## config.mk

```make
export PLATFORM = sky130hd
export DESIGN_NAME = uart_frame_writer
export DESIGN_NICKNAME = d
export VERILOG_FILES = /design/src/rtl/uart_frame_pkg.sv /design/src/rtl/uart_frame_writer_packer.sv /design/src/rtl/uart_frame_writer.sv
export SDC_FILE = /design/constraint.sdc
export NUM_CORES = 1
export LEC_CHECK = 0
export CORE_ASPECT_RATIO = 1.1
export CORE_MARGIN = 1.5
export CORE_UTILIZATION = 55
export CTS_CLUSTER_DIAMETER = 40
export DETAILED_ROUTE_END_ITERATION = 8
export HOLD_SLACK_MARGIN = 0.08
export PLACE_DENSITY = 0.83
export SLEW_MARGIN = 20
export SYNTH_ARGS = -nofsm -noshare
export SYNTH_HDL_FRONTEND = slang
export SYNTH_SLANG_ARGS = --single-unit
export TNS_END_PERCENT = 100
```

## constraint.sdc

```tcl
create_clock -name clk -period 4.96 [get_ports clk]
set_clock_uncertainty 0.05 [all_clocks]
set_input_delay 0.992 -clock clk [delete_from_list [all_inputs] [get_ports clk]]
set_output_delay 0.992 -clock clk [all_outputs]
set_load 0.005 [all_outputs]
```

## src/rtl/uart_frame_pkg.sv

```systemverilog
// Shared frame constants and FSM state type for the VGA serial display path
// (used by both the frame writer and the RAM reader).
package uart_frame_pkg;

   typedef enum logic {
      IDLE    = 1'b0,
      COLLECT = 1'b1
   } state_t;

   localparam int FRAME_WIDTH       = 480;
   localparam int FRAME_HEIGHT      = 360;
   localparam int BITS_PER_PIXEL    = 24;
   localparam int DEFAULT_RAM_WIDTH = 32;
   localparam int DEFAULT_N_BITS    = FRAME_WIDTH * FRAME_HEIGHT * BITS_PER_PIXEL;

endpackage

```

## src/rtl/uart_frame_writer_packer.sv

```systemverilog
// rx_word_packer: big-endian byte-to-word accumulator with a combinational
// word_ready strobe raised on the byte that completes a word.
module rx_word_packer #(
   parameter int RAM_WIDTH = 32,
   localparam int BYTES_PER_WORD = RAM_WIDTH / 8,
   localparam int IDX_BITS = (BYTES_PER_WORD > 1) ? $clog2(BYTES_PER_WORD) : 1
) (
   input  logic                 clk,
   input  logic                 rst,
   input  logic                 clear,
   input  logic [7:0]           rx_data,
   input  logic                 rx_valid,
   output logic                 word_ready,
   output logic [RAM_WIDTH-1:0] full_word
);

   logic [IDX_BITS-1:0]  idx_reg;
   logic [RAM_WIDTH-1:0] acc_reg;

   // Stale bytes need no clearing: a full word shifts every old byte out.
   assign full_word  = (acc_reg << 8) | RAM_WIDTH'(rx_data);
   assign word_ready = rx_valid && (idx_reg == IDX_BITS'(BYTES_PER_WORD - 1));

   always_ff @(posedge clk) begin
      if (rst) begin
         idx_reg <= '0;
         acc_reg <= '0;
      end else if (clear) begin
         idx_reg <= '0;
      end else if (rx_valid) begin
         acc_reg <= full_word;
         idx_reg <= word_ready ? '0 : idx_reg + 1'b1;
      end
   end

endmodule

```

## src/rtl/uart_frame_writer.sv

```systemverilog
// Packs UART bytes into RAM words and writes a frame at sequential addresses.
// Optional idle-timeout resync is built when UART_FRAME_WRITER_TIMEOUT_EN is defined.
module uart_frame_writer
   import uart_frame_pkg::*;
#(
   parameter int RAM_WIDTH      = DEFAULT_RAM_WIDTH,
   parameter int N_BITS         = DEFAULT_N_BITS,
   parameter int TIMEOUT_CYCLES = 1_000_000,
   localparam int BYTES_PER_WORD = RAM_WIDTH / 8,
   localparam int RAM_DEPTH      = N_BITS / RAM_WIDTH,
   localparam int MAX_ADDRESS    = RAM_DEPTH - 1,
   localparam int ADDRESS_BITS   = (RAM_DEPTH > 1) ? $clog2(RAM_DEPTH) : 1
) (
   input  logic                    clk,
   input  logic                    rst,
   input  logic [7:0]              rx_data,
   input  logic                    rx_valid,
   output logic                    wr_en,
   output logic [ADDRESS_BITS-1:0] wr_addr,
   output logic [RAM_WIDTH-1:0]    wr_data,
   output logic                    frame_done,
   output logic                    timeout_err,
   output logic                    busy
);

   if ((RAM_WIDTH % 8) != 0 || RAM_WIDTH < 8) begin : g_bad_width
      $error("RAM_WIDTH must be a non-zero multiple of 8");
   end
   if ((N_BITS % RAM_WIDTH) != 0 || TIMEOUT_CYCLES < 1) begin : g_bad_frame
      $error("N_BITS must be a multiple of RAM_WIDTH and TIMEOUT_CYCLES >= 1");
   end

   state_t                  state_reg, state_next;
   logic [ADDRESS_BITS-1:0] addr_reg, addr_next;
   logic                    wr_en_reg, wr_en_next;
   logic [ADDRESS_BITS-1:0] wr_addr_reg, wr_addr_next;
   logic [RAM_WIDTH-1:0]    wr_data_reg, wr_data_next;
   logic                    frame_done_reg, frame_done_next;
   logic                    timeout_err_reg, timeout_err_next;
   logic                    packer_clear;
   logic                    word_ready;
   logic [RAM_WIDTH-1:0]    full_word;
   logic                    timeout_hit;

   rx_word_packer #(
      .RAM_WIDTH (RAM_WIDTH)
   ) u_packer (
      .clk        (clk),
      .rst        (rst),
      .clear      (packer_clear),
      .rx_data    (rx_data),
      .rx_valid   (rx_valid),
      .word_ready (word_ready),
      .full_word  (full_word)
   );

`ifdef UART_FRAME_WRITER_TIMEOUT_EN
   localparam int CNT_BITS = $clog2(TIMEOUT_CYCLES + 1);
   logic [CNT_BITS-1:0] idle_cnt_reg;

   // Fires on the TIMEOUT_CYCLES-th consecutive idle cycle of a frame.
   assign timeout_hit = (state_reg == COLLECT) && !rx_valid &&
                        (idle_cnt_reg == CNT_BITS'(TIMEOUT_CYCLES - 1));

   always_ff @(posedge clk) begin
      if (rst || state_reg != COLLECT || rx_valid || timeout_hit)
         idle_cnt_reg <= '0;
      else
         idle_cnt_reg <= idle_cnt_reg + 1'b1;
   end
`else
   assign timeout_hit = 1'b0;
`endif

   always_comb begin
      state_next       = state_reg;
      addr_next        = addr_reg;
      wr_en_next       = 1'b0;
      wr_addr_next     = wr_addr_reg;
      wr_data_next     = wr_data_reg;
      frame_done_next  = 1'b0;
      timeout_err_next = 1'b0;
      packer_clear     = 1'b0;

      unique case (state_reg)
         IDLE: begin
            if (rx_valid)
               state_next = COLLECT;
         end
         COLLECT: begin
            if (timeout_hit) begin
               addr_next        = '0;
               packer_clear     = 1'b1;
               timeout_err_next = 1'b1;
               state_next       = IDLE;
            end
         end
         default: state_next = IDLE;
      endcase

      // Word completion can only coincide with rx_valid, never with a timeout.
      if (word_ready) begin
         wr_en_next   = 1'b1;
         wr_addr_next = addr_reg;
         wr_data_next = full_word;
         if (addr_reg == ADDRESS_BITS'(MAX_ADDRESS)) begin
            addr_next       = '0;
            frame_done_next = 1'b1;
            state_next      = IDLE;
         end else begin
            addr_next = addr_reg + 1'b1;
         end
      end
   end

   always_ff @(posedge clk) begin
      if (rst) begin
         state_reg       <= IDLE;
         addr_reg        <= '0;
         wr_en_reg       <= 1'b0;
         wr_addr_reg     <= '0;
         wr_data_reg     <= '0;
         frame_done_reg  <= 1'b0;
         timeout_err_reg <= 1'b0;
      end else begin
         state_reg       <= state_next;
         addr_reg        <= addr_next;
         wr_en_reg       <= wr_en_next;
         wr_addr_reg     <= wr_addr_next;
         wr_data_reg     <= wr_data_next;
         frame_done_reg  <= frame_done_next;
         timeout_err_reg <= timeout_err_next;
      end
   end

   assign wr_en       = wr_en_reg;
   assign wr_addr     = wr_addr_reg;
   assign wr_data     = wr_data_reg;
   assign frame_done  = frame_done_reg;
   assign timeout_err = timeout_err_reg;
   assign busy        = (state_reg == COLLECT);

endmodule

```

==> impl_metrics.csv <==
group,metric,value,unit
outcome,status,"finished clean",
min_path,holdCritPathClass,"reg -> reg",
sta,drv_slew,0,
sta,rsz0062_at_grt,"false",
global_routing,grt_pass1_vias,2615,
die,fp-row-count,30,
sta,tightest_slew,959,ps
yosys,synthMuxAreaShare,0.0745,
cells_and_area,finalNonFillerCells,535,
die,num_io_pins,64,
setup_path,critical_path_class,"in -> reg",
route,initialDrtViolationCount,215,
cells_and_area,drive_above_1_share,0.0505,
cts,cts_tree,"built",
cts,clkLatencyLatePin,360,ps
yosys,synth-compound-area-share,0.0892,
cells_and_area,utilization,0.703,
power_and_ir_drop,finalPower,1.40,mW
power_and_ir_drop,clockPowerShare,0.404,
sta,max_freq,0.359,GHz
die,die_h,86.6,um
yosys,synthCells,403,
yosys,syn_area_per_cell,8.67,sq um
sta,fin_crit_sh,0.562,
yosys,ys_seq_elements,95,
cells_and_area,final_common_cell,"nand2_1",
yosys,synthSimpleGateAreaFrac,0.216,
global_routing,antenna_found_initial,0,
placed_design,dpl.hpwl,4640,um
power_and_ir_drop,p_comb_frac,0.039,
global_routing,grt_pass1_wl,12200,um
route,drt-vias-per-instance,5.33,
run,drv_cap,0,
die,dieArea,6840,sq um
route,antenna_left,0,
cts,cts_inserted_buffers,9,
sta,tns,0,ps
power_and_ir_drop,p_seq_frac,0.557,
setup_path,crit_path_end_kind,"flip-flop",
setup_path,crit_fanout,55,
cells_and_area,final_nets,463,
cells_and_area,n_fill_cell,485,
route,wl,7340,um
yosys,synth_fa_ha_area_frac,0.00716,
yosys,ys_seq_area_frac,0.544,
setup_path,reg2reg_from,"addr_reg[2]$_SDFFE_PP0P_",
die,fp.coreArea,6160,sq um
power_and_ir_drop,intPower,1.11,mW
cts,post_cts_resized,0,
setup_path,required,5140,ps
cells_and_area,final_cell_mix,"nand2_1 (102), dfxtp_1 (95), clkdlybuf4s50_1 (60), a21oi_1 (54), nor2_1 (42)",
route,routedWlPerCell,13.7,um
cells_and_area,largest_register_ffs,32,
yosys,ys_types,30,
min_path,hp-start,"wr_addr[6]$_SDFFE_PP0P_",
sta,period_minus_slack,2790,ps
yosys,synthXorXnorAreaFrac,0.0301,
cts,cts.sink_count,95,
sta,setup_viol,0,
cts,root_buffer,"clkbuf_8",
placed_design,gp_congestion,0.822,
route,dr.pass1.iters,4,
cts,cts_max_level,3,
route,drc,0,
power_and_ir_drop,switching_share,0.211,
global_routing,track_usage,0.228,
yosys,yosys_warnings,0,
cts,clk_path_buf_depth,2,
cells_and_area,diodes,0,
global_routing,grt-ovfl-total,0,
setup_path,cp.arrival,2970,ps
yosys,synth_nets,416,
setup_path,startpoint,"rx_valid",
yosys,synth_top_family_by_area,"simple AND/OR/NAND/NOR gates",
power_and_ir_drop,leakage,1.51,nW
power_and_ir_drop,power.density,324,nW/um^2
cts,ctsHoldBuffers,0,
yosys,netlist_area,3490,sq um
placed_design,dp.cells,519,
sta,final_hold_viol_count,0,
die,chipWidth,79,um
die,start_util,0.568,
cells_and_area,area_growth,23.8,%
placed_design,port_buffers,62,
sta,relSlewSlack,0.361,
cts,cts.clk_slew.worst_paths,80,ps
power_and_ir_drop,power.switching,0.296,mW
route,vias,2849,
power_and_ir_drop,peakVddDrop,189,uV
global_routing,grt_start_max_net_pins,65,
setup_path,critPathLaunchType,"input pin",
cts,post_cts_buffers,0,
Yosys cell counts:
cell type | n | area [sq um]
a21oi_1 | 54 | 270
and2_1 | 1 | 6.26
and3_1 | 1 | 6.26
and4_2 | 1 | 10.0
buf_1 | 6 | 22.5
buf_2 | 2 | 10.0
buf_4 | 2 | 15.0
buf_6 | 1 | 11.3
clkbuf_1 | 17 | 63.8
conb_1 | 1 | 3.75
dfxtp_1 | 95 | 1900
ha_1 | 2 | 25.0
inv_1 | 3 | 11.3
mux2i_1 | 26 | 260
nand2_1 | 103 | 387
nand3_1 | 6 | 30.0
nand4_1 | 8 | 50.1
nand4b_1 | 1 | 8.76
nor2_1 | 42 | 158
nor3_1 | 4 | 20.0
nor4_1 | 2 | 12.5
o21ai_0 | 3 | 15.0
o21bai_4 | 1 | 18.8
o31ai_1 | 1 | 7.51
or3_1 | 3 | 18.8
or4_1 | 2 | 15.0
or4_4 | 1 | 11.3
or4b_1 | 2 | 20.0
xnor2_1 | 7 | 61.3
xor2_1 | 5 | 43.8
through the flow:
step	hold slack (ps)	worst slack, ps	area [sq um]
after global placement	392	1830	4100
final	406	2170	4330
after detailed placement	399	1770	4100
after global routing	433	1930	4330
after floorplan	381	2690	3490
after CTS	410	2160	4330
worst max-delay path, cell delays in order:
cell,delay [ps]
buf_2,610
and2_2,920
nand4_1,210
xor2_1,180
nor2_1,50
power groups by stage:
| stage | clock network [mW] | logic [mW] | registers (mW) |
|---|---|---|---|
| after floorplan | 0 | 0.0383 | 0.796 |
| after global placement | 0 | 0.0531 | 0.798 |
| after detailed placement | 0 | 0.0548 | 0.799 |
| after CTS | 0.575 | 0.0553 | 0.781 |
| after global routing | 0.603 | 0.0610 | 0.782 |
| final | 0.567 | 0.0552 | 0.781 |
cell families (layout without fill, tap and decap cells):
group | Yosys count | in the layout
multiplexers | 26 | 26
AO/OA/AOI/OAI | 59 | 59
other | 1 | 1
AND/OR/NAND/NOR | 177 | 177
XOR/XNOR | 12 | 12
flip-flops | 95 | 95
adder cells (fa/ha/maj) | 2 | 2
buffers and inverters | 31 | 83
path summary, 6_finish.rpt:
check	cells after the start	slack, ps	end
min	2	410	wr_addr[6]$_SDFFE_PP0P_
max	5	2170	addr_reg[4]$_SDFFE_PP0P_
max reg2reg	4	2760	addr_reg[3]$_SDFFE_PP0P_
min reg2reg	2	410	wr_addr[6]$_SDFFE_PP0P_
metal layers:
layer	GRT usage	wire, um	vias to the layer above
li1	-	-	1420
met1	0.291	3160	1345
met2	0.371	3670	69
met3	0.0611	368	15
met4	0.0861	134	0
met5	0	0	-
cell type report:
class / count / area, sq um / area share
Sequential cell: 95 / 1900 / 0.440
Inverter: 3 / 11.3 / 0.00260
Tap cell: 80 / 100 / 0.0231
Timing Repair Buffer: 64 / 626 / 0.145
Clock buffer: 13 / 159 / 0.0367
Clock inverter: 3 / 65.1 / 0.0150
Multi-Input combinational cell: 277 / 1460 / 0.338
Note: power is estimated with default switching activity, not from simulation.
